$ cat config.mk
export PLATFORM = sky130hd
export DESIGN_NAME = instr_fetch
export DESIGN_NICKNAME = d
export VERILOG_FILES = /design/src/rtl/instr_fetch.sv
export SDC_FILE = /design/constraint.sdc
export NUM_CORES = 1
export LEC_CHECK = 0
export ABC_CLOCK_PERIOD_IN_PS = 1900
export CAP_MARGIN = 15
export CORE_ASPECT_RATIO = 0.9
export CORE_MARGIN = 3
export CORE_UTILIZATION = 30
export DETAILED_ROUTE_END_ITERATION = 7
export PLACE_DENSITY_LB_ADDON = 0.3
export SYNTH_ARGS = -nofsm -noshare
export SYNTH_HDL_FRONTEND = slang
export SYNTH_SLANG_ARGS = --single-unit
export TNS_END_PERCENT = 5
$ cat constraint.sdc
create_clock -name clk -period 1.9 [get_ports clk]
set_input_delay 0.38 -clock clk [delete_from_list [all_inputs] [get_ports clk]]
set_output_delay 0.38 -clock clk [all_outputs]
set_load 0.1 [all_outputs]
$ cat src/rtl/instr_fetch.sv
// Instruction fetch/IR unit: reads a two-byte instruction (high byte first) from a byte-wide ROM
// and assembles {opcode, ir_addr}. Optional ROM wait timeout is enabled with `define FETCH_TIMEOUT_EN.
//
// state  | meaning
// IDLE   | waiting for fetch_start; rom_addr captured on exit
// REQ_HI | rom_rd held until ack; high byte latched
// INC_HI | pc_inc pulse for the high byte; rom_addr recaptured on exit
// REQ_LO | rom_rd held until ack; instruction register loaded
// DONE   | pc_inc + ir_valid pulse

module instr_fetch #(
    parameter int ADDR_W      = 13,
    parameter int OPC_W       = 3,
    parameter int BYTE_W      = 8,
    parameter int TIMEOUT_CYC = 15
) (
    input  logic              clk,
    input  logic              rst_n,
    input  logic              fetch_start,
    input  logic [ADDR_W-1:0] pc_addr,
    output logic              pc_inc,
    output logic              rom_rd,
    output logic [ADDR_W-1:0] rom_addr,
    input  logic              rom_ack,
    input  logic [BYTE_W-1:0] rom_data,
    output logic [OPC_W-1:0]  opcode,
    output logic [ADDR_W-1:0] ir_addr,
    output logic              ir_valid,
    output logic              busy,
    output logic              fetch_err
);

    typedef enum logic [2:0] {
        IDLE   = 3'd0,
        REQ_HI = 3'd1,
        INC_HI = 3'd2,
        REQ_LO = 3'd3,
        DONE   = 3'd4
    } state_t;

    generate
        if ((OPC_W + ADDR_W != 2 * BYTE_W) || (TIMEOUT_CYC < 2)) begin : g_bad_param
            $error("instr_fetch: illegal parameter combination");
        end
    endgenerate

    state_t              state_q, state_d;
    logic [ADDR_W-1:0]   rom_addr_q, rom_addr_d;
    logic [ADDR_W-1:0]   ir_addr_q, ir_addr_d;
    logic [OPC_W-1:0]    opcode_q, opcode_d;
    logic [BYTE_W-1:0]   hi_q, hi_d;
    logic                rom_rd_q, rom_rd_d;
    logic                pc_inc_q, pc_inc_d;
    logic                ir_valid_q, ir_valid_d;
    logic                busy_q, busy_d;
    logic                ack_ok;
    logic                in_req;
    logic                timeout_hit;

    // An ack only counts while a read is actually outstanding.
    assign ack_ok = rom_ack & rom_rd_q;
    assign in_req = (state_q == REQ_HI) || (state_q == REQ_LO);

`ifdef FETCH_TIMEOUT_EN
    localparam int CNT_W = $clog2(TIMEOUT_CYC);

    logic [CNT_W-1:0] wait_cnt_q, wait_cnt_d;
    logic             fetch_err_q, fetch_err_d;

    // An ack in the last allowed cycle wins over the timeout.
    assign timeout_hit = in_req && !ack_ok && (wait_cnt_q == CNT_W'(TIMEOUT_CYC - 1));
    assign fetch_err_d = timeout_hit;

    always_comb begin
        wait_cnt_d = '0;
        if (in_req && (state_d == state_q)) begin
            wait_cnt_d = wait_cnt_q + 1'b1;
        end
    end

    always_ff @(posedge clk) begin
        if (!rst_n) begin
            wait_cnt_q  <= '0;
            fetch_err_q <= 1'b0;
        end else begin
            wait_cnt_q  <= wait_cnt_d;
            fetch_err_q <= fetch_err_d;
        end
    end

    assign fetch_err = fetch_err_q;
`else
    assign timeout_hit = 1'b0;
    assign fetch_err   = 1'b0;
`endif

    always_comb begin
        state_d    = state_q;
        rom_addr_d = rom_addr_q;
        hi_d       = hi_q;
        opcode_d   = opcode_q;
        ir_addr_d  = ir_addr_q;

        case (state_q)
            IDLE: begin
                if (fetch_start) begin
                    state_d    = REQ_HI;
                    rom_addr_d = pc_addr;
                end
            end
            REQ_HI: begin
                if (ack_ok) begin
                    hi_d    = rom_data;
                    state_d = INC_HI;
                end else if (timeout_hit) begin
                    state_d = IDLE;
                end
            end
            INC_HI: begin
                state_d    = REQ_LO;
                rom_addr_d = pc_addr;
            end
            REQ_LO: begin
                if (ack_ok) begin
                    {opcode_d, ir_addr_d} = {hi_q, rom_data};
                    state_d               = DONE;
                end else if (timeout_hit) begin
                    state_d = IDLE;
                end
            end
            DONE: begin
                state_d = IDLE;
            end
            default: begin
                state_d = IDLE;
            end
        endcase

        // Outputs are registered, so decode them from the next state.
        rom_rd_d   = (state_d == REQ_HI) || (state_d == REQ_LO);
        pc_inc_d   = (state_d == INC_HI) || (state_d == DONE);
        ir_valid_d = (state_d == DONE);
        busy_d     = (state_d != IDLE);
    end

    always_ff @(posedge clk) begin
        if (!rst_n) begin
            state_q    <= IDLE;
            rom_addr_q <= '0;
            hi_q       <= '0;
            opcode_q   <= '0;
            ir_addr_q  <= '0;
            rom_rd_q   <= 1'b0;
            pc_inc_q   <= 1'b0;
            ir_valid_q <= 1'b0;
            busy_q     <= 1'b0;
        end else begin
            state_q    <= state_d;
            rom_addr_q <= rom_addr_d;
            hi_q       <= hi_d;
            opcode_q   <= opcode_d;
            ir_addr_q  <= ir_addr_d;
            rom_rd_q   <= rom_rd_d;
            pc_inc_q   <= pc_inc_d;
            ir_valid_q <= ir_valid_d;
            busy_q     <= busy_d;
        end
    end

    assign rom_rd   = rom_rd_q;
    assign rom_addr = rom_addr_q;
    assign pc_inc   = pc_inc_q;
    assign opcode   = opcode_q;
    assign ir_addr  = ir_addr_q;
    assign ir_valid = ir_valid_q;
    assign busy     = busy_q;

endmodule

======== After elaboration in Yosys (flattened, before gate mapping) ========
Cells that the tools add are included.
W data, S select, Z words.
operators by class
  equality and inequality tests ........... 8
  mux-type cells .......................... 6
  bitwise operators ....................... 1
  reductions and logical operators ........ 8
operator list
  kind                  count
  $pmux W13 S2          1
  $mux W13              1
  $eq A3 B2 Y1 const B  4
  $pmux W3 S4           1
  $mux W3               3
  $eq A3 B1 Y1 const B  2
  $reduce_and A2 Y1     3
  $eq A3 B3 Y1 const B  1
  $logic_not A3 Y1      1
  $reduce_bool A3 Y1    1
  $logic_or A1 B1 Y1    2
  $ne A2 B2 Y1 const B  1
  $reduce_bool A2 Y1    1
  $and A1 B1 Y1         1
word-level totals
  register bits ........................... 44
  input bits .............................. 25
  output and inout bits ................... 34

======== Depth between registers and ports, before layout ========
  depth in word-level cells ............... 5
  depth in mapped cells ................... 5
  depth with buffers taken out ............ 3

======== Least setup slack after synthesis ========
No wires, ideal clock.
  kind .................................... reg2reg
  start point ............................. reg rom_rd_q (netlist: rom_rd)
  end point ............................... reg ir_addr_q[0] (netlist: ir_addr[0])
  library setup time ...................... 121 ps
  arrival ................................. 2006 ps
  slack ................................... -227 ps
  cell stages (with the launch flop) ...... 6
  cells stage by stage .................... dfxtp_1 -> nand3_2 -> or3b_1 -> buf_6 -> buf_6 -> mux2i_1
between the ends
  cells in the longest elaborated chain, start to end .. 2
ends and longest elaborated chain
  what                         line  source
  start, declared              52    logic rom_rd_q, rom_rd_d;
  start signal, assigned       163   rom_rd_q <= rom_rd_d;
  $and A1 B1 Y1                61    assign ack_ok = rom_ack & rom_rd_q;
  $reduce_and A2 Y1 (no line)  -
  end signal, assigned         162   ir_addr_q <= ir_addr_d;
  end, declared                49    logic [ADDR_W-1:0] ir_addr_q, ir_addr_d;
No other way between the ends.
A chain may end at the register's enable or synchronous reset.

======== Final worst setup path ========
  start point ............................. in rom_ack
  end point ............................... reg ir_addr_q[5] (netlist: ir_addr[5])
between the ends
  cells in the longest elaborated chain, start to end .. 2
ends and longest elaborated chain
  what                         line  source
  start, declared              24    input logic rom_ack,
  $and A1 B1 Y1                61
  $reduce_and A2 Y1 (no line)  -
No other way between the ends.

==> metrics.md <==
| Metric | Value |
|---|---|
| Synthesized area per cell | `9.43 um^2` |
| R2R Path End | `rom_addr[4]` |
| Post-CTS Setup Bufs | `0` |
| Finished Core Util | `45.9%` |
| Overall global routing resource usage | `12.2%` |
| DIE AREA | `6290 um^2` |
| Worst-Skew Late Latency | `290 ps` |
| Largest net degree at the start of global routing | `20` |
| HP Class | `reg2reg` |
| IO Port Bufs | `57` |
| Netlist cell types | `20` |
| Critical-path top delay cell | `clkdlybuf4s50_1` |
| CP Launch Type | `input pin` |
| Status | `finished clean` |
| R2r setup slk | `550 ps` |
| Total gr overflow | `0` |
| Final period util | `76.8%` |
| Antenna fix cells | `0` |
| Post-DRT Antenna Nets | `0` |
| Post-CTS Resized | `0` |
| First-pass GRT wire length | `6040 um` |
| Core Box Area | `5010 um^2` |
| Levels on crit path | `5` |
| RSZ-0062 raised after global routing | `false` |
| Root Buffer | `clkbuf_8` |
| Post-DP HPWL | `2550 um` |
| Non-filler cells, final | `294` |
| Drt first pass iters | `4` |
| RR Startpoint | `state_q[1]` |
| R2R depth | `3` |
| CP required | `2080 ps` |
| Chip width | `83.3 um` |
| Crit Path Class | `in2reg` |
| Initial antenna violation count | `0` |
| Post-synthesis register bit count | `44` |
| Ports | `59` |
| Maximum VDD drop | `0.385 mV` |
| Overall Power | `2.09 mW` |
| Ys async rst share | `0%` |
| Cells on Worst Hold Path | `2` |
| DR iter-0 viols | `71` |
| Count leader, synth | `dfxtp_1` |
| Data arrival, critical path | `1640 ps` |
| Clock Sinks | `44` |
| Buf+Inv Stages, Crit Path | `2` |
| Mapped Nets | `196` |
| Num rows | `24` |
| Bufs on Longest Clock Path | `2` |
| Post-synth EDFFs | `0` |
| Placement Cell Area | `2170 um^2` |
| Worst path cell trace | `clkdlybuf4s50_1 -> nand3_2 -> or3b_1 -> buf_12 -> mux2i_1` |
| Pwr Density | `907 nW/um^2` |
| Vias per Instance | `4.58` |
| Worst Tran Pin Value | `677 ps` |
| Synth top cells by count | `dfxtp_1, nand2_1, mux2i_1` |
| Top FF cell, synth | `dfxtp_1` |
| Number of buffers created by CTS | `5` |
| Final Max Tran Viols | `0` |
| Vias in the first global route | `1,264` |
| Detailed-route wire length per cell | `12.4 um` |
| Pleak | `1.03 nW` |
| CP max stage delay | `470 ps` |
| Fin Clk Skew | `2.01 ps` |
| Critical path's top delay family | `buffers and inverters` |
| Hold Vio Cnt, Final | `0` |
| Starting Density | `32.2%` |
| Fmax achieved | `685 MHz` |
| Layout cells sized above 1 | `22.7%` |
| H-Tree Depth | `2` |
| Critical Path Sink Type | `flop` |
| P&R area growth vs syn | `42.6%` |
| DRC | `0` |
| Mapped Cells | `171` |
| Die height | `75.6 um` |
| Setup TNS | `0 ps` |
| Nets | `253` |
| Post-Synthesis Cell Area | `1610 um^2` |
| Routability cong. | `0.734` |
| Synth top area cells | `dfxtp_1, mux2i_1, nand2_1` |
| Vias | `1,346` |
| Slew margin rel. | `54.7%` |
| Register area share after synthesis | `54.6%` |
| Share of Yosys cell area claimed by the top area cell type | `54.6%` |
| WL final | `3640 um` |
| Final Instance Area | `2300 um^2` |
| Worst Hold End | `opcode[2]` |
| Worst Min Path Start | `opcode[2]` |
| CTS tree | `yes` |
| Max-cap viol count | `0` |
| Hold buffer count at CTS | `0` |
| Cell taking the most area after synthesis | `dfxtp_1` |
| Final Critical Period | `1460 ps` |
| Placed cell count | `286` |
| Synthesis Warnings | `0` |
| Clock transition at path regs | `80 ps` |
| Setup-failing EPs final | `0` |
| CP max FO | `18` |
final cells by class:
class                      instances  area (um^2)
fill                             504         2720
sequential                        44          882
multi-input combinational        113          661
timing repair buffer              63          546
clock buffer                       7         96.3
tap                               65         81.3
clock inverter                     1         30.0
inverter                           1         3.75
metrics by stage:
step	hold slack, ps	worst slack, ps
after global placement	447	108
after detailed placement	453	89.3
final	460	441
after floorplan	442	129
after global routing	484	199
after CTS	465	401
sequential cells by signal, summed over array words and instances (netlist names):
name,cells
ir_addr,13
ir_valid,1
state_q,3
rom_rd,1
busy,1
hi_q,8
rom_addr,13
opcode,3
pc_inc,1
per-layer routing:
metal	routed length [um]	global-route usage, %
met5	0	0
met4	13	4.36
met3	349	5.84
met2	1540	18.8
met1	1740	15.0
worst reg2reg max path, delay by kind of cell (launching register included):
family,cells,cell delay [ps]
and+or+nand+nor,1,550
AOI/OAI and AO/OA,2,370
DFF,1,360
worst max path at each step:
stage	endpoint	start
floorplan	ir_addr[0]	rom_rd
finish	ir_addr[5]	rom_ack
global route	rom_addr[4]	fetch_start
detailed placement	rom_addr[12]	fetch_start
CTS	rom_addr[12]	fetch_start
global placement	rom_addr[2]	fetch_start
report_power, final:
part	switching, mW	internal (mW)
Clock	0.299	0.464
Sequential	0.0138	0.951
Combinational	0.254	0.105
Total	0.567	1.52
kinds of logic after synthesis:
family	after synthesis	share of synthesized area (%)
AOI/OAI and AO/OA	26	8.07
muxes	24	14.9
buffers and inverters	14	4.42
and+or+nand+nor	61	17.2
xor gates and xnor gates	1	0.543
DFF	44	54.6
other	1	0.233
placed cells by master (no fill, tap or decap):
| master | n |
|---|---|
| clkbuf_8 | 7 |
| inv_1 | 1 |
| nor3_2 | 1 |
| or2_2 | 2 |
| nand2_1 | 32 |
| a21oi_1 | 13 |
| buf_12 | 1 |
| bufinv_16 | 1 |
| buf_4 | 38 |
| xor2_1 | 1 |
| dfxtp_2 | 1 |
| nand3_2 | 1 |
| nand3_1 | 13 |
| nand2b_1 | 1 |
| clkdlybuf4s50_1 | 24 |
| nor2_1 | 8 |
| nor3b_1 | 2 |
| conb_1 | 1 |
| o21ai_0 | 13 |
| mux2i_1 | 24 |
| or3b_1 | 1 |
| dfxtp_1 | 43 |
No activity file was read; power rests on OpenSTA's default activity.
